**src/rtl/booth_pkg.sv**
```systemverilog
// Shared types and sizing helpers for the sequential Booth multiplier.
package booth_pkg;

  typedef enum logic [1:0] {IDLE, CALC, DONE} state_e;

  typedef enum logic [2:0] {ZERO, POS1, NEG1, POS2, NEG2} booth_digit_e;

  function automatic int booth_iters(input int width, input bit radix4);
    return radix4 ? (width / 2 + 1) : (width + 1);
  endfunction

  // Product register: accumulator (WIDTH+4) | consumed multiplier bits | b[-1]
  function automatic int booth_pw(input int width, input bit radix4);
    return (width + 4) + (radix4 ? (width + 2) : (width + 1)) + 1;
  endfunction

endpackage

```
**src/rtl/booth_mult_seq_if.sv**
```systemverilog
// Operand/result bundle between a requester and booth_mult_seq.
interface booth_mult_seq_if #(
  parameter int WIDTH = 64
);
  logic                 op_start;
  logic                 op_clear;
  logic                 is_signed;
  logic [WIDTH-1:0]     multiplicand;
  logic [WIDTH-1:0]     multiplier;
  logic [2*WIDTH-1:0]   result;
  logic                 busy;
  logic                 done;

  modport master (
    output op_start, op_clear, is_signed, multiplicand, multiplier,
    input  result, busy, done
  );

  modport slave (
    input  op_start, op_clear, is_signed, multiplicand, multiplier,
    output result, busy, done
  );
endinterface

```
**src/rtl/booth_step.sv**
```systemverilog
// One combinational Booth iteration: recode, add/subtract via a prefix
// carry-lookahead adder, then arithmetic shift of the product register.
module booth_step
  import booth_pkg::*;
#(
  parameter int WIDTH  = 64,
  parameter int RADIX4 = 0
) (
  input  logic [WIDTH+1:0]                            mcand,
  input  logic [booth_pw(WIDTH, RADIX4 != 0)-1:0]     p_in,
  output logic [booth_pw(WIDTH, RADIX4 != 0)-1:0]     p_out
);

  localparam int EW = WIDTH + 2;
  localparam int HW = WIDTH + 4;
  localparam int LW = (RADIX4 != 0) ? (WIDTH + 2) : (WIDTH + 1);
  localparam int PW = HW + LW + 1;
  localparam int SH = (RADIX4 != 0) ? 2 : 1;

  booth_digit_e          digit;
  logic signed [HW-1:0]  a_ext;
  logic signed [HW-1:0]  a_dbl;
  logic        [HW-1:0]  hi;
  logic        [HW-1:0]  addend;
  logic                  cin;
  logic        [HW-1:0]  g, p, gg, pp, gn, pn;
  logic        [HW-1:0]  sum;
  logic        [PW-1:0]  p_next;

  assign a_ext = {{(HW-EW){mcand[EW-1]}}, mcand};
  assign a_dbl = a_ext <<< 1;
  assign hi    = p_in[PW-1 -: HW];

  always_comb begin
    digit = ZERO;
    if (RADIX4 != 0) begin
      case (p_in[2:0])
        3'b001, 3'b010: digit = POS1;
        3'b011:         digit = POS2;
        3'b100:         digit = NEG2;
        3'b101, 3'b110: digit = NEG1;
        default:        digit = ZERO;
      endcase
    end else begin
      case (p_in[1:0])
        2'b01:   digit = POS1;
        2'b10:   digit = NEG1;
        default: digit = ZERO;
      endcase
    end
  end

  // Negative digits add the one's complement with carry-in set
  always_comb begin
    addend = '0;
    cin    = 1'b0;
    case (digit)
      POS1: begin addend = a_ext;  cin = 1'b0; end
      NEG1: begin addend = ~a_ext; cin = 1'b1; end
      POS2: begin addend = a_dbl;  cin = 1'b0; end
      NEG2: begin addend = ~a_dbl; cin = 1'b1; end
      default: begin addend = '0;  cin = 1'b0; end
    endcase
  end

  // Kogge-Stone prefix; carry-in folded into bit 0 generate
  always_comb begin
    g    = hi & addend;
    p    = hi ^ addend;
    g[0] = g[0] | (p[0] & cin);
    gg   = g;
    pp   = p;
    gn   = g;
    pn   = p;
    for (int d = 1; d < HW; d = d * 2) begin
      gn = gg;
      pn = pp;
      for (int i = d; i < HW; i++) begin
        gn[i] = gg[i] | (pp[i] & gg[i-d]);
        pn[i] = pp[i] & pp[i-d];
      end
      gg = gn;
      pp = pn;
    end
    sum = p ^ {gg[HW-2:0], cin};
  end

  assign p_next = {sum, p_in[LW:0]};
  assign p_out  = $signed(p_next) >>> SH;

endmodule

```
**src/rtl/booth_mult_seq.sv**
```systemverilog
// Sequential Booth multiplier: FSM, iteration counter and operand/product
// registers around a single combinational booth_step.
module booth_mult_seq
  import booth_pkg::*;
#(
  parameter int WIDTH  = 64,
  parameter int RADIX4 = 0
) (
  input  logic              clk,
  input  logic              reset,
  booth_mult_seq_if.slave   bus
);

  localparam bit R4  = (RADIX4 != 0);
  localparam int NIT = booth_iters(WIDTH, R4);
  localparam int CW  = $clog2(NIT + 1);
  localparam int PW  = booth_pw(WIDTH, R4);
  localparam int EW  = WIDTH + 2;
  localparam int HW  = WIDTH + 4;
  localparam int LW  = R4 ? (WIDTH + 2) : (WIDTH + 1);

  state_e              state, state_nxt;
  logic [CW-1:0]       cnt;
  logic [EW-1:0]       mcand_r;
  logic [PW-1:0]       prod_r;
  logic [PW-1:0]       prod_step;
  logic [2*WIDTH-1:0]  result_r;
  logic [EW-1:0]       mcand_ext;
  logic [LW-1:0]       mplier_ext;
  logic                load, iterate, finish, clear;

  assign mcand_ext  = {{2{bus.is_signed & bus.multiplicand[WIDTH-1]}}, bus.multiplicand};
  assign mplier_ext = {{(LW-WIDTH){bus.is_signed & bus.multiplier[WIDTH-1]}}, bus.multiplier};

  booth_step #(
    .WIDTH  (WIDTH),
    .RADIX4 (RADIX4)
  ) u_step (
    .mcand (mcand_r),
    .p_in  (prod_r),
    .p_out (prod_step)
  );

  always_ff @(posedge clk) begin
    if (reset) state <= IDLE;
    else       state <= state_nxt;
  end

  always_comb begin
    state_nxt = state;
    load      = 1'b0;
    iterate   = 1'b0;
    finish    = 1'b0;
    clear     = 1'b0;
    if (bus.op_clear) begin
      state_nxt = IDLE;
      clear     = 1'b1;
    end else begin
      case (state)
        IDLE, DONE: begin
          if (bus.op_start) begin
            state_nxt = CALC;
            load      = 1'b1;
          end
        end
        CALC: begin
          iterate = 1'b1;
          if (cnt == CW'(1)) begin
            state_nxt = DONE;
            finish    = 1'b1;
          end
        end
        default: state_nxt = IDLE;
      endcase
    end
  end

  // The product sits one bit above b[-1] once all multiplier bits are consumed
  always_ff @(posedge clk) begin
    if (reset || clear) begin
      cnt      <= '0;
      mcand_r  <= '0;
      prod_r   <= '0;
      result_r <= '0;
    end else if (load) begin
      cnt      <= CW'(NIT);
      mcand_r  <= mcand_ext;
      prod_r   <= {{HW{1'b0}}, mplier_ext, 1'b0};
      result_r <= '0;
    end else if (iterate) begin
      cnt    <= cnt - CW'(1);
      prod_r <= prod_step;
      if (finish) result_r <= prod_step[2*WIDTH:1];
    end
  end

  assign bus.result = result_r;
  assign bus.busy   = (state == CALC);
  assign bus.done   = (state == DONE);

endmodule

```
**src/flat_wrapper.sv**
```systemverilog
// flat-port wrapper written by rule: the top's interface ports become plain ports
module booth_mult_seq_flat import booth_pkg::*;
#(
  parameter int WIDTH  = 64,
  parameter int RADIX4 = 0
)
  (clk, reset, bus_op_start, bus_op_clear, bus_is_signed, bus_multiplicand, bus_multiplier, bus_result, bus_busy, bus_done);
  booth_mult_seq_if #(.WIDTH(WIDTH)) bus_i ();
  input  logic clk;
  input  logic reset;
  input wire logic [$bits(bus_i.op_start)-1:0] bus_op_start;
  input wire logic [$bits(bus_i.op_clear)-1:0] bus_op_clear;
  input wire logic [$bits(bus_i.is_signed)-1:0] bus_is_signed;
  input wire logic [$bits(bus_i.multiplicand)-1:0] bus_multiplicand;
  input wire logic [$bits(bus_i.multiplier)-1:0] bus_multiplier;
  output wire logic [$bits(bus_i.result)-1:0] bus_result;
  output wire logic [$bits(bus_i.busy)-1:0] bus_busy;
  output wire logic [$bits(bus_i.done)-1:0] bus_done;
  assign bus_i.op_start = bus_op_start;
  assign bus_i.op_clear = bus_op_clear;
  assign bus_i.is_signed = bus_is_signed;
  assign bus_i.multiplicand = bus_multiplicand;
  assign bus_i.multiplier = bus_multiplier;
  assign bus_result = bus_i.result;
  assign bus_busy = bus_i.busy;
  assign bus_done = bus_i.done;
  booth_mult_seq #(.WIDTH(WIDTH), .RADIX4(RADIX4)) u_core (.clk(clk), .reset(reset), .bus(bus_i));
endmodule
```
**config.mk**
```make
export PLATFORM = sky130hd
export DESIGN_NAME = booth_mult_seq_flat
export DESIGN_NICKNAME = d
export VERILOG_FILES = /design/src/rtl/booth_pkg.sv /design/src/rtl/booth_mult_seq_if.sv /design/src/rtl/booth_step.sv /design/src/rtl/booth_mult_seq.sv /design/src/flat_wrapper.sv
export SDC_FILE = /design/constraint.sdc
export NUM_CORES = 1
export LEC_CHECK = 0
export ABC_CLOCK_PERIOD_IN_PS = 6100
export CORE_UTILIZATION = 60
export CTS_CLUSTER_DIAMETER = 40
export CTS_CLUSTER_SIZE = 25
export DETAILED_ROUTE_END_ITERATION = 12
export HOLD_SLACK_MARGIN = 0.02
export PLACE_DENSITY = 0.86
export SYNTH_ARGS = -nofsm -noshare
export SYNTH_HDL_FRONTEND = slang
export SYNTH_HIERARCHICAL = 1
export SYNTH_SLANG_ARGS = --single-unit
export TNS_END_PERCENT = 5
```
**constraint.sdc**
```tcl
create_clock -name clk -period 6.1 [get_ports clk]
set_input_delay 0.915 -clock clk [delete_from_list [all_inputs] [get_ports clk]]
set_output_delay 0.915 -clock clk [all_outputs]
set_load 0.02 [all_outputs]
```
==> flow_summary.ini <==
[setup_path]
crit_type = register to register
r2r_start = u_core/prod_r[0]
worstPathRequired_ns = 6.59
startpoint_type = register
worstPathArrival_ns = 5.32
critPathCaptureType = register
max_stage_delay_ns = 0.81
timing.rr.end = u_core/bus.result[127]
crit_chain = inv_1 > ha_2 > buf_4 > nor2_1 > ha_1 > nand2_1 > nor4_2 > and2_1 > o2111a_1 > nor3_1 > a21oi_2 > nor3b_1 > nor2_1 > xnor2_1 > nand4_1 > a21oi_1
path_buf_inv = 2
critical_path.max_fanout = 36
cpLargestDelayFamily = simple AND/OR/NAND/NOR gates
rr_worst_depth = 16
slowest_stage = ha_2
critPathMostFrequentCell = nor2_1
r2r_slack_ns = 1.27

[pwr]
share_comb_of_total_power = 0.071
sw_frac_of_total = 0.262
clock_power_share = 0.485
p_int_uw = 3740
power_density_nw_per_um2 = 224
p_leak_uw = 0.00787
vdd_drop_max_mv = 0.207
finalPower_uw = 5070
sequentialPowerShare = 0.444
p_sw_uw = 1330

[sta]
finalCriticalPeriod_ns = 4.83
drv_slew = 0
fin_setup_tns_ns = 0
relSlewSlack = 0.140
fmax_mhz = 207
fin_worst_skew_ns = 0.0418
tightestPinTransition_ns = 1.29
rsz0062_at_grt = false
hold_viol = 0
min_period_over_period = 0.793
setup_viol = 0

[place]
place_area_um2 = 21200
gp_congestion = 0.921
dp_hpwl_um = 36600
io_buffers = 262

[cells_and_area]
mostFrequentLayoutCells = a21oi_1, dfxtp_1, nand2_1
n_fill_cell = 2398
drive_above_1_share = 0.0876
final_common_cell = a21oi_1
design_area_um2 = 22600
area_growth_pct = 16.8
nNetsFinal = 2625

[logic_synthesis]
synth-seq-cells = 336
syn_nets = 2587
synth_flop_cell = dfxtp_1
synthesis.area_um2 = 19400
async_flop_share = 0
synth-seq-area-share = 0.347
synth_edf_count = 0
syn_inst = 2382
ys_warn_count = 6
yosysUniqueCellTypes = 74
avgSynthCellArea_um2 = 8.13

[global_routing]
grt_pass1_vias = 17133
track_usage = 0.326
grt_max_degree = 152
grt_overflow = 0
grt_pass1_wl_um = 88600
antenna_found_initial = 2

[clock_tree]
cts_buffer_depth = 3
ctsHoldBuffers = 0
path_clk_slew_ns = 0.07
cts.sinks = 336
numCtsBuffers = 43
cts_tree = yes
cts_resized = 0
postCtsSetupBuffers = 0
cts-root-buf = clkbuf_16
htreeDepth = 2
clk_latency_ns = 0.56

[detailed_routing]
via_per_inst = 6.39
drt-initial-drc-count = 1648
drc = 0
wl_um = 56100
num_vias = 18260
dr.pass1.iters = 5
wl_per_cell_um = 19.6
ant_nets = 0

[outcome]
status = finished clean

[hold_path]
hold_depth = 2
hp-start = u_core/prod_r[120]
min_delay_worst_endpoint = u_core/prod_r[120]
hold_path_class = register to register

[die]
fp.dieH_um = 182
die_width_um = 182
coreArea_um2 = 31600
rows = 65
dieArea_um2 = 33000
ios = 263
start_util = 0.612

[flow_run]
cap_violations = 0
[routing by layer]
| metal | share of wire | wire length (µm) | track usage | up-vias |
|---|---|---|---|---|
| li1 | - | - | - | 8586 |
| met2 | 0.46 | 25800 | 0.529 | 803 |
| met4 | 0.034 | 1900 | 0.129 | 0 |
| met1 | 0.42 | 23800 | 0.424 | 8740 |
| met5 | 0 | 0 | 0.00444 | - |
| met3 | 0.083 | 4630 | 0.0682 | 131 |
[cell families after synthesis]
logic type | count (synthesis) | synth area share
AND/OR/NAND/NOR | 693 | 0.166
multiplexers | 129 | 0.0667
buffers and inverters | 317 | 0.0841
adder cells (fa/ha/maj) | 72 | 0.0473
flip-flops | 336 | 0.347
XOR/XNOR | 67 | 0.0303
AO/OA/AOI/OAI | 768 | 0.258
[final cells by class]
cell class | instances | area (µm²) | area share
Antenna cell | 2 | 5.00 | 0.000221
Clock buffer | 46 | 1090 | 0.0481
Clock inverter | 32 | 304 | 0.0134
Inverter | 28 | 105 | 0.00465
Multi-Input combinational cell | 1729 | 11100 | 0.490
Sequential cell | 336 | 6730 | 0.297
Tap cell | 402 | 503 | 0.0222
Timing Repair Buffer | 282 | 2810 | 0.124
[stage by stage]
stage | worst slack (ns) | cells | util | hold WS [ns]
3_5_place_dp | 1.37 | 2777 | 0.671 | 0.454
2_1_floorplan | 2.14 | 2382 | - | 0.441
6_report | 1.27 | 2857 | 0.715 | 0.461
4_1_cts | 1.32 | 2855 | 0.715 | 0.461
5_1_grt | 0.848 | 2856 | 0.715 | 0.478
3_3_place_gp | 1.51 | 2777 | 0.671 | 0.446
[cells in the mapped netlist, types with 18 or more instances]
cell / count / area, µm²
xnor2_1: 41 / 359
nand2_1: 334 / 1250
mux2i_1: 129 / 1290
o31ai_2: 91 / 1140
clkbuf_1: 142 / 533
buf_1: 26 / 97.6
nand4_1: 149 / 932
o21ai_0: 91 / 455
a21o_1: 31 / 233
buf_2: 29 / 145
o21ai_1: 18 / 90.1
o31ai_1: 45 / 338
nor2_1: 119 / 447
xor2_1: 26 / 228
buf_4: 75 / 563
dfxtp_1: 336 / 6730
ha_1: 70 / 876
inv_1: 28 / 105
a21oi_1: 411 / 2060
[power by group through the flow]
stage	clock network (µW)	logic [µW]	registers, µW
final	2460	360	2250
after detailed placement	0	352	2300
after floorplan	0	232	2290
after global routing	2570	384	2250
after CTS	2480	355	2250
after global placement	0	347	2290
[worst max path at each step]
| stage | from | to | slack [ns] | cells after the start |
|---|---|---|---|---|
| 2_1_floorplan | u_core/prod_r[1] | u_core/bus.result[100] | 2.14 | 19 |
| 3_3_place_gp | u_core/prod_r[0] | u_core/prod_r[132] | 1.51 | 16 |
| 3_5_place_dp | u_core/prod_r[0] | u_core/prod_r[132] | 1.37 | 16 |
| 4_1_cts | u_core/prod_r[0] | u_core/prod_r[132] | 1.32 | 16 |
| 5_1_grt | u_core/prod_r[0] | u_core/bus.result[127] | 0.85 | 16 |
| 6_report | u_core/prod_r[0] | u_core/bus.result[127] | 1.27 | 16 |
[worst register-to-register path, cell delays in order (launching register included)]
cell and delay (ns):
dfxtp_1 0.36, inv_1 0.07, ha_2 0.81, buf_4 0.47, nor2_1 0.12, ha_1 0.45, nand2_1 0.18, nor4_2 0.54
and2_1 0.21, o2111a_1 0.25, nor3_1 0.09, a21oi_2 0.26, nor3b_1 0.36, nor2_1 0.11, xnor2_1 0.21, nand4_1 0.11
a21oi_1 0.18
[flip-flops by register name, indices dropped and copies added (netlist names)]
name	count
u_core/prod_r	134
u_core/bus.result	128
u_core/mcand_r	65
u_core/cnt	7
u_core/state	2
(Power assumes the default switching activity.)
